**src/rtl/alu_op_sequencer.sv**
```systemverilog
`default_nettype none
// ============================================================================
// Module   : alu_op_sequencer
// Purpose  : Issue/capture stage wrapped around a combinational ALU. Operands
//            are registered onto the ALU inputs on accept, the ALU result and
//            flags are captured one cycle later and offered downstream. The
//            stored flags feed back as ALU flag-in for carry chaining.
// Revision : 1.0 - initial release
// ============================================================================
module alu_op_sequencer #(
  parameter int ANCHO = 4,
  parameter int CNT_W = 8
) (
  input  logic             clk,
  input  logic             rst,
  input  logic             in_valid,
  output logic             in_ready,
  input  logic [ANCHO-1:0] in_a,
  input  logic [ANCHO-1:0] in_b,
  input  logic [4:0]       in_ctrl,
  input  logic             flag_clr,
  output logic [ANCHO-1:0] alu_a,
  output logic [ANCHO-1:0] alu_b,
  output logic [4:0]       alu_control,
  output logic [1:0]       alu_flag_in,
  input  logic [ANCHO-1:0] alu_result,
  input  logic             alu_c,
  input  logic             alu_z,
  output logic             res_valid,
  input  logic             res_ready,
  output logic [ANCHO-1:0] res_data,
  output logic             flag_c,
  output logic             flag_z,
  output logic [CNT_W-1:0] op_count
);

  typedef enum logic [1:0] {
    IDLE = 2'd0,
    EXEC = 2'd1,
    DONE = 2'd2
  } state_t;

  state_t r_state;
  state_t w_state_next;
  logic   w_accept;

  // A transaction is taken whenever upstream offers one while we can take it.
  assign w_accept    = in_valid & in_ready;

  // Stored flags drive the ALU flag-in directly, so EXEC sees the previous op's flags.
  assign alu_flag_in = {flag_z, flag_c};

  // State register.
  always_ff @(posedge clk) begin
    if (rst) begin
      r_state <= IDLE;
    end else begin
      r_state <= w_state_next;
    end
  end

  // Next-state and handshake outputs; in_ready depends only on state and res_ready.
  always_comb begin
    w_state_next = r_state;
    in_ready     = 1'b0;
    res_valid    = 1'b0;
    case (r_state)
      IDLE: begin
        in_ready = 1'b1;
        if (in_valid) begin
          w_state_next = EXEC;
        end
      end
      EXEC: begin
        w_state_next = DONE;
      end
      DONE: begin
        res_valid = 1'b1;
        in_ready  = res_ready;
        if (res_ready) begin
          w_state_next = in_valid ? EXEC : IDLE;
        end
      end
      default: begin
        w_state_next = IDLE;
      end
    endcase
  end

  // Operand latch on accept; result/flag capture and op count at the end of EXEC.
  always_ff @(posedge clk) begin
    if (rst) begin
      alu_a       <= '0;
      alu_b       <= '0;
      alu_control <= '0;
      res_data    <= '0;
      flag_c      <= 1'b0;
      flag_z      <= 1'b0;
      op_count    <= '0;
    end else begin
      if (w_accept) begin
        alu_a       <= in_a;
        alu_b       <= in_b;
        alu_control <= in_ctrl;
      end
      // Capture takes priority over a coincident flag clear.
      if (r_state == EXEC) begin
        res_data <= alu_result;
        flag_c   <= alu_c;
        flag_z   <= alu_z;
        op_count <= op_count + {{(CNT_W-1){1'b0}}, 1'b1};
      end else if (flag_clr) begin
        flag_c <= 1'b0;
        flag_z <= 1'b0;
      end
    end
  end

endmodule
`default_nettype wire

```
**config.mk**
```make
export PLATFORM = sky130hd
export DESIGN_NAME = alu_op_sequencer
export DESIGN_NICKNAME = d
export VERILOG_FILES = /design/src/rtl/alu_op_sequencer.sv
export SDC_FILE = /design/constraint.sdc
export NUM_CORES = 1
export LEC_CHECK = 0
export ABC_AREA = 1
export BUFFER_PORTS_ARGS = -buffer_cell sky130_fd_sc_hd__buf_2
export CAP_MARGIN = 20
export CORE_MARGIN = 3
export CORE_UTILIZATION = 40
export CTS_CLUSTER_SIZE = 25
export DETAILED_ROUTE_END_ITERATION = 10
export GPL_ROUTABILITY_DRIVEN = 0
export MAX_ROUTING_LAYER = met4
export PLACE_DENSITY = 0.71
export SYNTH_ARGS = -nofsm -noshare
export SYNTH_HDL_FRONTEND = slang
export SYNTH_SLANG_ARGS = --single-unit
```
**constraint.sdc**
```tcl
create_clock -name clk -period 1.1 [get_ports clk]
set_input_delay 0.22 -clock clk [delete_from_list [all_inputs] [get_ports clk]]
set_output_delay 0.22 -clock clk [all_outputs]
set_load 0.005 [all_outputs]
```
==> reports/metrics.cfg, run 1 <==
[logic_synthesis]
synth_nets=173
syn_avg_cell_area_um2=7.59
muxShareOfSynthArea_pct=0
ys_seq_area_share_pct=51.7
synth_cell_type_count=14
synth-xor-area-share_pct=0
synth_seq_cells=29
synthesis.area_mm2=0.00112
synthCells=148
yosysWarningCount=0
synth-compound-area-share_pct=13.3
synthAdderAreaFrac_pct=1.11
synth_top_family_by_area=simple AND/OR/NAND/NOR gates
synthSimpleGateAreaFrac_pct=27.4

[power_and_ir_drop]
p_leak_nw=0.778
p_int_w=0.00179
pwr-share-seq_pct=47.9
power_density_mw_per_mm2=1480
combPwrFrac_pct=12.8
pwr-share-clk_pct=39.3
finalPower_w=0.00237
ir_worst_vdd_mv=0.958
switching_share_pct=24.3
switching_power_w=0.000575

[clocking]
tritoncts=built
root_buffer=clkbuf_4
cts_sinks=29
cts_hold_buf=0
cts_buffers=5
cts_max_level=2
clk_path_buf_depth=2
clk_latency_ns=0.34
cts.clk_slew.worst_paths_ns=0.11

[final_layout]
fin_nets=235
nFillCells=240
layout_commonest_cell=buf_2
syn2layout_area_growth_pct=42.2
fin_cells=241
layout_common_cells=53 x buf_2, 31 x nand2_1, 23 x nor2_1
final_cell_area_mm2=0.00160
drive_gt1_share_pct=40.3
diodes=0
fin_util_pct=62.2

[hold_path]
holdPathStages=3
min_from=alu_result[0]
hold_path_end=res_data[0]$_SDFFE_PP0N_
hp-class=input pin to flop

[run_status]
outcome=finished with violations
violations=setup timing

[detailed_routing]
drt-initial-drc-count=36
ant_nets=0
firstDrtPassIters=4
vias_per_cell=4.96
totalWireLength_um=2900
wire_per_inst_um=12.0
vias=1195
drc=0

[critical_path]
path_max_fanout=4
worstPathArrival_ns=1.08
critPathSlowestCell=dfxtp_2
endpoint_kind=output pin
r2r_end=alu_b[0]$_SDFFE_PP0P_
start_kind=flop
reg2regPathDepth=5
cpPeakStageDelay_ns=0.38
reg2reg_from=r_state[0]$_SDFFE_PP0P_
crit_path_cell_trace=inv_1 > nor2_1 > buf_2
cp.required_ns=0.88
crit_type=flop to output pin
reg2reg_slack_ns=-0.03

[global_routing]
antenna_found_initial=0
grt_pass1_wl_um=4500
grt_max_degree=18
gr-usage-all-layers_pct=17.8
grt_overflow=0
grt_pass1_vias=1072

[sta]
relSlewSlack_pct=79.5
slew_viol_final=0
finalSetupViolCount=14
fin_crit_sh_pct=119
fin_skew_ns=0.0208
setup_ws_ns=-0.204
clock.fmax_mhz=767
worst_pin_slew_ns=0.307
hold_viol=0
grt_setup_unrepaired=yes
period_needed_ns=1.30

[placement]
placed_cell_area_mm2=0.00145
numPlacedInstances=230
io_buffers=54
dp_hpwl_um=2110

[floorplan]
fp.dieArea_mm2=0.00348
fp.dieH_um=59
die_w_um=59
std_cell_rows=18
initial_core_util_pct=43.8
io_pins=55
core_area_mm2=0.00257

[run]
drv_cap=0

critical path, delay by kind of cell, from the launching register on:
kind	cells	cell delay (ns)
flip-flops	1	0.38
buffers and inverters	2	0.23
AND/OR/NAND/NOR	1	0.13
kinds of logic after synthesis:
kind of cell | after synthesis
buffers and inverters | 16
flip-flops | 29
AND/OR/NAND/NOR | 75
AO/OA/AOI/OAI | 27
adder cells (fa/ha/maj) | 1
worst max-delay path by stage:
stage	slack [ns]	depth (start not counted)	endpoint	startpoint
final	-0.20	3	res_valid	r_state[1]$_SDFFE_PP0P_
after global routing	-0.24	3	res_valid	r_state[1]$_SDFFE_PP0P_
after CTS	-0.21	3	in_ready	r_state[0]$_SDFFE_PP0P_
after detailed placement	-0.04	6	op_count[4]$_SDFFE_PP0N_	op_count[1]$_SDFFE_PP0N_
after global placement	0.03	5	op_count[7]$_SDFFE_PP0N_	r_state[0]$_SDFFE_PP0P_
after floorplan	0.05	5	alu_a[0]$_SDFFE_PP0P_	r_state[1]$_SDFFE_PP0P_
registers in the layout, summed over array words and instances (netlist names):
register / count
alu_control: 5
op_count: 8
flag_c: 1
flag_z: 1
r_state: 2
res_data: 4
alu_b: 4
alu_a: 4
routing by layer:
metal	wire (um)	track usage (%)	vias to the layer above	part of all wire [%]
met3	200	6.10	6	6.9
met2	1430	29.8	35	49
li1	-	-	605	-
met5	0	-	-	0
met4	47	7.77	0	1.6
met1	1220	19.0	549	42
cell type report:
| type | count | area (um2) | area share, % |
|---|---|---|---|
| repair buffers | 63 | 357 | 22.3 |
| inverters | 8 | 30.0 | 1.88 |
| multi-input cells | 103 | 492 | 30.8 |
| flip-flops and latches | 29 | 593 | 37.1 |
| clock inverters | 2 | 37.5 | 2.35 |
| clock buffers | 6 | 51.3 | 3.21 |
| well taps | 30 | 37.5 | 2.35 |
cells in the mapped netlist:
| master | instances | area (um2) |
|---|---|---|
| a211oi_1 | 1 | 7.51 |
| a21oi_1 | 19 | 95.1 |
| a21oi_4 | 1 | 16.3 |
| buf_2 | 2 | 10.0 |
| buf_4 | 3 | 22.5 |
| clkbuf_1 | 3 | 11.3 |
| dfxtp_1 | 29 | 581 |
| ha_1 | 1 | 12.5 |
| inv_1 | 8 | 30.0 |
| nand2_1 | 31 | 116 |
| nand3_1 | 19 | 95.1 |
| nor2_1 | 24 | 90.1 |
| nor2_2 | 1 | 6.26 |
| o21ai_0 | 6 | 30.0 |
power by group through the flow:
| stage | Clock (W) | Combinational, W | Sequential (W) |
|---|---|---|---|
| floorplan | 0 | 0.000133 | 0.00116 |
| global placement | 0 | 0.000273 | 0.00116 |
| detailed placement | 0 | 0.000282 | 0.00116 |
| CTS | 0.000950 | 0.000301 | 0.00114 |
| global route | 0.000987 | 0.000336 | 0.00114 |
| finish | 0.000931 | 0.000303 | 0.00113 |
what timing repair did:
| action | 4_1_cts | 5_1_grt |
|---|---|---|
| pin swaps | 4 | 2 |
| setup endpoints to repair | 11 | 28 |
| gates cloned | 0 | 0 |
| gates resized for setup | 13 | 4 |
| hold endpoints to repair | 0 | 0 |
| buffers inserted | 2 | 1 |
stage by stage:
step	hold slack, ns	TNS [ns]	setup WS (ns)
after CTS	0.125	-0.540	-0.211
after floorplan	0.369	0	0.0484
final	0.130	-0.605	-0.204
after global placement	0.444	0	0.0281
after detailed placement	0.451	-0.0703	-0.0392
after global routing	0.124	-1.81	-0.244
No activity file was read; power rests on OpenSTA's default activity.
==> inputs of run 2 (changes only) <==
--- a/config.mk
+++ b/config.mk
@@ -5,7 +5,6 @@
 export SDC_FILE = /design/constraint.sdc
 export NUM_CORES = 1
 export LEC_CHECK = 0
-export ABC_AREA = 1
 export BUFFER_PORTS_ARGS = -buffer_cell sky130_fd_sc_hd__buf_2
 export CAP_MARGIN = 20
 export CORE_MARGIN = 3
@@ -14,7 +13,8 @@
 export DETAILED_ROUTE_END_ITERATION = 10
 export GPL_ROUTABILITY_DRIVEN = 0
 export MAX_ROUTING_LAYER = met4
-export PLACE_DENSITY = 0.71
+export PLACE_DENSITY = 0.69
 export SYNTH_ARGS = -nofsm -noshare
 export SYNTH_HDL_FRONTEND = slang
 export SYNTH_SLANG_ARGS = --single-unit
+export TNS_END_PERCENT = 20
==> run 2 against run 1 <==
Effect of this change:
- the run still ends with setup timing left
- first-iteration DRC count rose to 2.7 times the previous value
- core utilization up 12 points
- setup slack worse by 0.084 ns
- cell area up 34%
- maximum frequency down 6.0%
- critical path type unchanged
- critical endpoint unchanged
- largest power group unchanged
==> reports/metrics.cfg, run 2 <==
[placement]
dp_hpwl_um=2480  ; was 2110 um
placed_cell_area_mm2=0.00174  ; was 0.00145 mm2
io_buffers=54  ; unchanged

[final_layout]
register_area_um2=603  ; was 593 um2
multi_input_area_um2=718  ; was 492 um2
syn2layout_area_growth_pct=66.0  ; was 42.2%
largest_reg_flops=8  ; unchanged
layout_commonest_cell=buf_2  ; unchanged
layout_common_cells=51 x buf_2, 22 x buf_4, 19 x a21oi_1  ; was 53 x buf_2, 31 x nand2_1, 23 x nor2_1
top_register=op_count  ; unchanged
largestRegisters=op_count: 8 flops, alu_control: 5 flops  ; unchanged
fin_nets=247  ; was 235
diodes=0  ; unchanged
fin_util_pct=73.8  ; was 62.2%
drive_gt1_share_pct=57.8  ; was 40.3%
final_cell_area_mm2=0.00214  ; was 0.00160 mm2
nFillCells=226  ; was 240

[clocking]
cts_sinks=29  ; unchanged
cts.clk_slew.worst_paths_ns=0.10  ; was 0.11 ns
clk_latency_ns=0.34  ; about the same
clk_path_buf_depth=2  ; unchanged
cts_hold_buf=0  ; unchanged
tritoncts=built  ; unchanged
root_buffer=clkbuf_4  ; unchanged
cts_max_level=2  ; unchanged
cts_buffers=5  ; unchanged

[logic_synthesis]
synth_top_cell_by_area=dfxtp_1  ; unchanged
synth_cell_type_count=27  ; was 14
syn_avg_cell_area_um2=9.14  ; was 7.59 um2
synth_common_cells=29 x dfxtp_1, 25 x a21oi_1, 15 x o31ai_1  ; was 31 x nand2_1, 29 x dfxtp_1, 24 x nor2_1
synth_edf_count=0  ; unchanged
synth_top_cells_by_area=dfxtp_1 45%, or4b_1 10%, a21oi_1 9.7%  ; was dfxtp_1 52%, nand2_1 10%, a21oi_1 8.5%
synth_nets=166  ; was 173
netlist.area_leader.share_pct=45.0  ; was 51.7%
synth_most_common_cell=dfxtp_1  ; was nand2_1
synthCells=141  ; was 148
yosysWarningCount=0  ; unchanged
async_flop_share_pct=0  ; unchanged
ys_seq_area_share_pct=45.0  ; was 51.7%
synthesis.area_mm2=0.00129  ; was 0.00112 mm2
synth_seq_cells=29  ; unchanged
synth_top_flop_cell=dfxtp_1  ; unchanged

[detailed_routing]
wire_per_inst_um=14.7  ; was 12.0 um
totalWireLength_um=3910  ; was 2900 um
vias_per_cell=5.38  ; was 4.96
drc=0  ; unchanged
firstDrtPassIters=6  ; was 4
vias=1426  ; was 1,195
ant_nets=0  ; unchanged
drt-initial-drc-count=97  ; was 36

[sta]
clock.fmax_mhz=721  ; was 767 MHz
relSlewSlack_pct=66.9  ; was 79.5%
worst_pin_slew_ns=0.495  ; was 0.307 ns
finalSetupViolCount=27  ; was 14
grt_setup_unrepaired=yes  ; unchanged
fin_skew_ns=0.0108  ; was 0.0208 ns
slew_viol_final=0  ; unchanged
fin_crit_sh_pct=126  ; was 119%
hold_viol=0  ; unchanged
setup_ws_ns=-0.287  ; was -0.204 ns
period_needed_ns=1.39  ; was 1.30 ns

[power_and_ir_drop]
finalPower_w=0.00267  ; was 0.00237 W
power_density_mw_per_mm2=1250  ; was 1480 mW/mm2
p_leak_nw=0.952  ; was 0.778 nW
ir_worst_vdd_mv=0.713  ; was 0.958 mV

[critical_path]
worstPathArrival_ns=1.17  ; was 1.08 ns
start_kind=flop  ; unchanged
cpPeakStageDelay_ns=0.37  ; was 0.38 ns
crit_path_cell_trace=buf_8 > buf_6 > nor2b_4 > buf_2  ; was inv_1 > nor2_1 > buf_2
endpoint_kind=output pin  ; unchanged
crit_type=flop to output pin  ; unchanged
cp.required_ns=0.88  ; about the same
critPathSlowestCell=dfxtp_4  ; was dfxtp_2
path_max_fanout=5  ; was 4

[run_status]
violations=setup timing  ; unchanged
outcome=finished with violations  ; unchanged

[global_routing]
gr-usage-all-layers_pct=20.8  ; was 17.8%
grt_overflow=0  ; unchanged
antenna_found_initial=0  ; unchanged
grt_pass1_vias=1465  ; was 1,072
grt_pass1_wl_um=6400  ; was 4500 um
grt_max_degree=20  ; was 18

[floorplan]
fp.dieH_um=62.8  ; was 59 um
die_w_um=62.8  ; was 59 um
fp.dieArea_mm2=0.00394  ; was 0.00348 mm2
std_cell_rows=19  ; was 18
initial_core_util_pct=44.4  ; was 43.8%
io_pins=55  ; unchanged
core_area_mm2=0.00290  ; was 0.00257 mm2

[hold_path]
hp-class=input pin to flop  ; unchanged

[run]
drv_cap=0  ; unchanged

[run 2: metrics by stage]
step	hold WS (ns)	setup TNS [ns]	std cells	setup slack, ns
floorplan	0.356	-2.05	141	-0.196
global placement	0.439	-2.14	248	-0.145
detailed placement	0.448	-2.83	248	-0.194
CTS	0.0987	-4.97	263	-0.292
global route	0.117	-6.74	265	-0.334
finish	0.104	-4.91	265	-0.287
[run 2: per-layer routing]
layer	wire [um]	part of all wire, %	global-route usage [%]	vias to the layer above
met2	2110	54	37.0	64
li1	-	-	-	679
met3	298	7.6	5.58	7
met1	1450	37	21.6	676
met5	0	0	-	-
met4	55	1.4	8.54	0
[run 2: cell type report]
cell class	count	area share (%)
clock inverter	3	3.04
sequential	29	28.2
multi-input combinational	95	33.6
timing repair buffer	89	30.6
clock buffer	5	1.75
inverter	2	0.351
tap	42	2.46
[run 2: what timing repair did]
| action | in CTS | in global routing |
|---|---|---|
| setup endpoints to repair | 27 | 40 |
| setup buffers | 5 | 2 |
| endpoints found under the hold margin | 0 | 0 |
| pin swaps | 5 | 3 |
| resized for setup | 29 | 22 |
| cloned | 2 | 0 |
[run 2: worst max-delay path: cells and delay by family, from the launching register on]
family,cells,cell delay [ns]
flip-flops,1,0.37
buffers and inverters,3,0.36
AND/OR/NAND/NOR,1,0.10
[run 2: report_power, final]
| part | switching, W | leakage [nW] | internal (W) |
|---|---|---|---|
| registers | 0.0000345 | 0.243 | 0.00110 |
| clock network | 0.000405 | 0.0552 | 0.000703 |
| logic | 0.000182 | 0.653 | 0.000244 |
[run 2: kinds of logic (layout without fill, tap and decap cells)]
kind of cell,count (synthesis),after routing,share of synthesized area [%]
AND/OR/NAND/NOR,49,49,25.4
adder cells (fa/ha/maj),1,1,0.971
XOR/XNOR,2,2,1.36
buffers and inverters,17,99,7.09
multiplexers,1,1,0.874
AO/OA/AOI/OAI,42,42,19.2
flip-flops,29,29,45.0
[run 2: final timing paths]
check                           startpoint                       end  slack (ns)  cells after the start
hold / removal                       alu_c       flag_c$_SDFFE_PP0P_        0.10                      3
setup reg to reg   r_state[1]$_SDFFE_PP0P_     alu_b[3]$_SDFFE_PP0P_       -0.28                      4
hold reg to reg   res_data[3]$_SDFFE_PP0N_  res_data[3]$_SDFFE_PP0N_        0.46                      2
setup / recovery   r_state[0]$_SDFFE_PP0P_                 res_valid       -0.29                      4
==> inputs of run 3 (changes only) <==
==> constraint.sdc (replaced) <==
create_clock -name clk -period 1.1 [get_ports clk]
set_input_delay 0.22 -clock clk [delete_from_list [all_inputs] [get_ports clk]]
set_output_delay 0.22 -clock clk [all_outputs]
set_load 0.02 [all_outputs]
==> run 3 against run 2 <==
Effect of this change:
- the flow still finishes with violations (setup timing)
- sequential power is essentially flat
- via count shrank 6.2%
- global-route usage shrank 3.0 points
- first-iteration DRC count shrank 44%
- core utilization shrank 1.6 points
- critical path depth is the same
- die area is the same
==> reports/metrics.cfg, run 3 (synthesized netlist as in run 2, its figures left out) <==
[sta]
finalSetupViolCount=28  ; was 27
fin_crit_sh_pct=130  ; was 126%
clock.fmax_mhz=702  ; was 721 MHz
relSlewSlack_pct=65.6  ; was 66.9%
hold_viol=0  ; unchanged
period_needed_ns=1.43  ; was 1.39 ns
fin_hold_ws_ns=0.126  ; was 0.104 ns
setup_ws_ns=-0.326  ; was -0.287 ns
slew_viol_final=0  ; unchanged
grt_setup_unrepaired=yes  ; unchanged
worst_pin_slew_ns=0.515  ; was 0.495 ns
fin_skew_ns=0.0114  ; was 0.0108 ns

[critical_path]
cp.required_ns=0.88  ; about the same
endpoint=in_ready  ; was res_valid
cp_num_buf_inv=3  ; unchanged
reg2regPathDepth=5  ; was 4
reg2reg_slack_ns=-0.28  ; about the same
cpPeakStageDelay_ns=0.37  ; about the same
cp_top_family=buffers and inverters  ; was flip-flops
path_max_fanout=13  ; was 5
crit_type=flop to output pin  ; unchanged
reg2reg_from=r_state[1]$_SDFFE_PP0P_  ; unchanged
r2r_end=alu_control[1]$_SDFFE_PP0P_  ; was alu_b[3]$_SDFFE_PP0P_
endpoint_kind=output pin  ; unchanged
critical_path_depth=4  ; unchanged
critPathSlowestCell=dfxtp_4  ; unchanged
crit_path_cell_trace=buf_12 > buf_4 > nor2_4 > buf_6  ; was buf_8 > buf_6 > nor2b_4 > buf_2
start_kind=flop  ; unchanged
worstPathArrival_ns=1.21  ; was 1.17 ns
crit_start=r_state[0]$_SDFFE_PP0P_  ; unchanged

[detailed_routing]
vias_per_cell=5.21  ; was 5.38
totalWireLength_um=3560  ; was 3910 um
wire_per_inst_um=13.8  ; was 14.7 um
vias=1338  ; was 1,426
firstDrtPassIters=4  ; was 6
drt-initial-drc-count=54  ; was 97
drc=0  ; unchanged
ant_nets=0  ; unchanged

[final_layout]
largest_reg_flops=8  ; unchanged
layout_common_cells=34 x buf_2, 30 x buf_4, 16 x a21oi_2, 16 x dfxtp_1, 14 x o31ai_1  ; was 51 x buf_2, 22 x buf_4, 19 x a21oi_1
fin_nets=239  ; was 247
diodes=0  ; unchanged
top_register=op_count  ; unchanged
drive_gt1_share_pct=61.9  ; was 57.8%
final_cell_area_mm2=0.00209  ; was 0.00214 mm2
syn2layout_area_growth_pct=62.4  ; was 66.0%
largestRegisters=op_count: 8 flops, alu_control: 5 flops  ; unchanged
layout_commonest_cell=buf_2  ; unchanged
fin_util_pct=72.2  ; was 73.8%
fin_cells=257  ; was 265

[clocking]
clk_path_buf_depth=2  ; unchanged
cts_sinks=29  ; unchanged
root_buffer=clkbuf_4  ; unchanged
cts_max_level=2  ; unchanged
cts_hold_buf=0  ; unchanged
clk_latency_ns=0.33  ; was 0.34 ns
cts_buffers=5  ; unchanged
tritoncts=built  ; unchanged
cts.clk_slew.worst_paths_ns=0.09  ; was 0.10 ns

[global_routing]
gr-usage-all-layers_pct=17.8  ; was 20.8%
antenna_found_initial=0  ; unchanged
grt_pass1_vias=1240  ; was 1,465
grt_overflow=0  ; unchanged
grt_max_degree=27  ; was 20
grt_pass1_wl_um=5490  ; was 6400 um

[floorplan]
std_cell_rows=19  ; unchanged
die_w_um=62.8  ; unchanged
core_area_mm2=0.00290  ; unchanged
initial_core_util_pct=44.4  ; unchanged
io_pins=55  ; unchanged
fp.dieArea_mm2=0.00394  ; unchanged
fp.dieH_um=62.8  ; unchanged

[power_and_ir_drop]
ir_worst_vdd_mv=0.897  ; was 0.713 mV
combPwrFrac_pct=21.7  ; was 16.0%
switching_share_pct=28.9  ; was 23.3%
pwr-share-clk_pct=27.8  ; was 41.6%
power_density_mw_per_mm2=1060  ; was 1250 mW/mm2
p_int_w=0.00157  ; was 0.00204 W
switching_power_w=0.000641  ; was 0.000622 W
p_leak_nw=0.894  ; was 0.952 nW
pwr-share-seq_pct=50.6  ; was 42.4%

[placement]
dp_hpwl_um=2290  ; was 2480 um
placed_cell_area_mm2=0.00173  ; was 0.00174 mm2
numPlacedInstances=240  ; was 248
io_buffers=54  ; unchanged
dp_slack_ns=-0.181  ; was -0.194 ns

[hold_path]
hp-class=input pin to flop  ; unchanged

[run]
drv_cap=0  ; unchanged

[run_status]
violations=setup timing  ; unchanged
outcome=finished with violations  ; unchanged

## run 3: cell types whose count changed in the layout (fill, tap and decap cells not counted), sizes merged
cell,change
buf,-7
clkbuf,+2
bufbuf,-2
bufinv,-2
clkinv,+1
## run 3: worst min-delay path, cell delays in order
cell and delay, ns:
buf_2 0.10, nand2_1 0.04, a21oi_1 0.05
## run 3: layout make-up
type                    instances  area [um2]
repair buffers                 81         622
multi-input cells              95         746
clock inverters                 2        10.0
clock buffers                   6        41.3
inverters                       2        7.51
fillers                       227         807
well taps                      42        52.6
flip-flops and latches         29         614
## run 3: worst min-delay path by stage
| stage | from | cells past startpoint | to | slack, ns |
|---|---|---|---|---|
| after detailed placement | res_data[2]$_SDFFE_PP0N_ | 2 | res_data[2]$_SDFFE_PP0N_ | 0.45 |
| after floorplan | alu_c | 2 | flag_c$_SDFFE_PP0P_ | 0.36 |
| after CTS | alu_result[3] | 3 | res_data[3]$_SDFFE_PP0N_ | 0.12 |
| after global placement | res_data[1]$_SDFFE_PP0N_ | 2 | res_data[1]$_SDFFE_PP0N_ | 0.44 |
| final | alu_result[0] | 3 | res_data[0]$_SDFFE_PP0N_ | 0.13 |
| after global routing | alu_result[3] | 3 | res_data[3]$_SDFFE_PP0N_ | 0.12 |
## run 3: layer usage
| layer | GRT usage [%] | wire length (um) |
|---|---|---|
| met4 | 4.13 | 27 |
| met2 | 30.6 | 1860 |
| met5 | - | 0 |
| met3 | 6.47 | 234 |
| met1 | 19.6 | 1430 |
## run 3: repair_timing
item	in CTS	in global routing
setup endpoints to repair	25	49
gates resized for setup	18	53
pin swaps	7	6
cloned	1	1
setup buffers	4	4
endpoints found under the hold margin	0	0
## run 3: metrics by stage
step / TNS [ns] / power (W)
floorplan: -1.97 / 0.00137
global placement: -1.88 / 0.00151
detailed placement: -2.54 / 0.00153
CTS: -5.17 / 0.00217
global route: -6.29 / 0.00234
finish: -4.56 / 0.00222
## run 3: power groups by stage
stage	combinational [W]	clock [W]	sequential [W]
after floorplan	0.000165	0	0.00120
after global placement	0.000365	0	0.00115
after detailed placement	0.000375	0	0.00115
after CTS	0.000411	0.000634	0.00112
after global routing	0.000516	0.000692	0.00113
final	0.000480	0.000615	0.00112
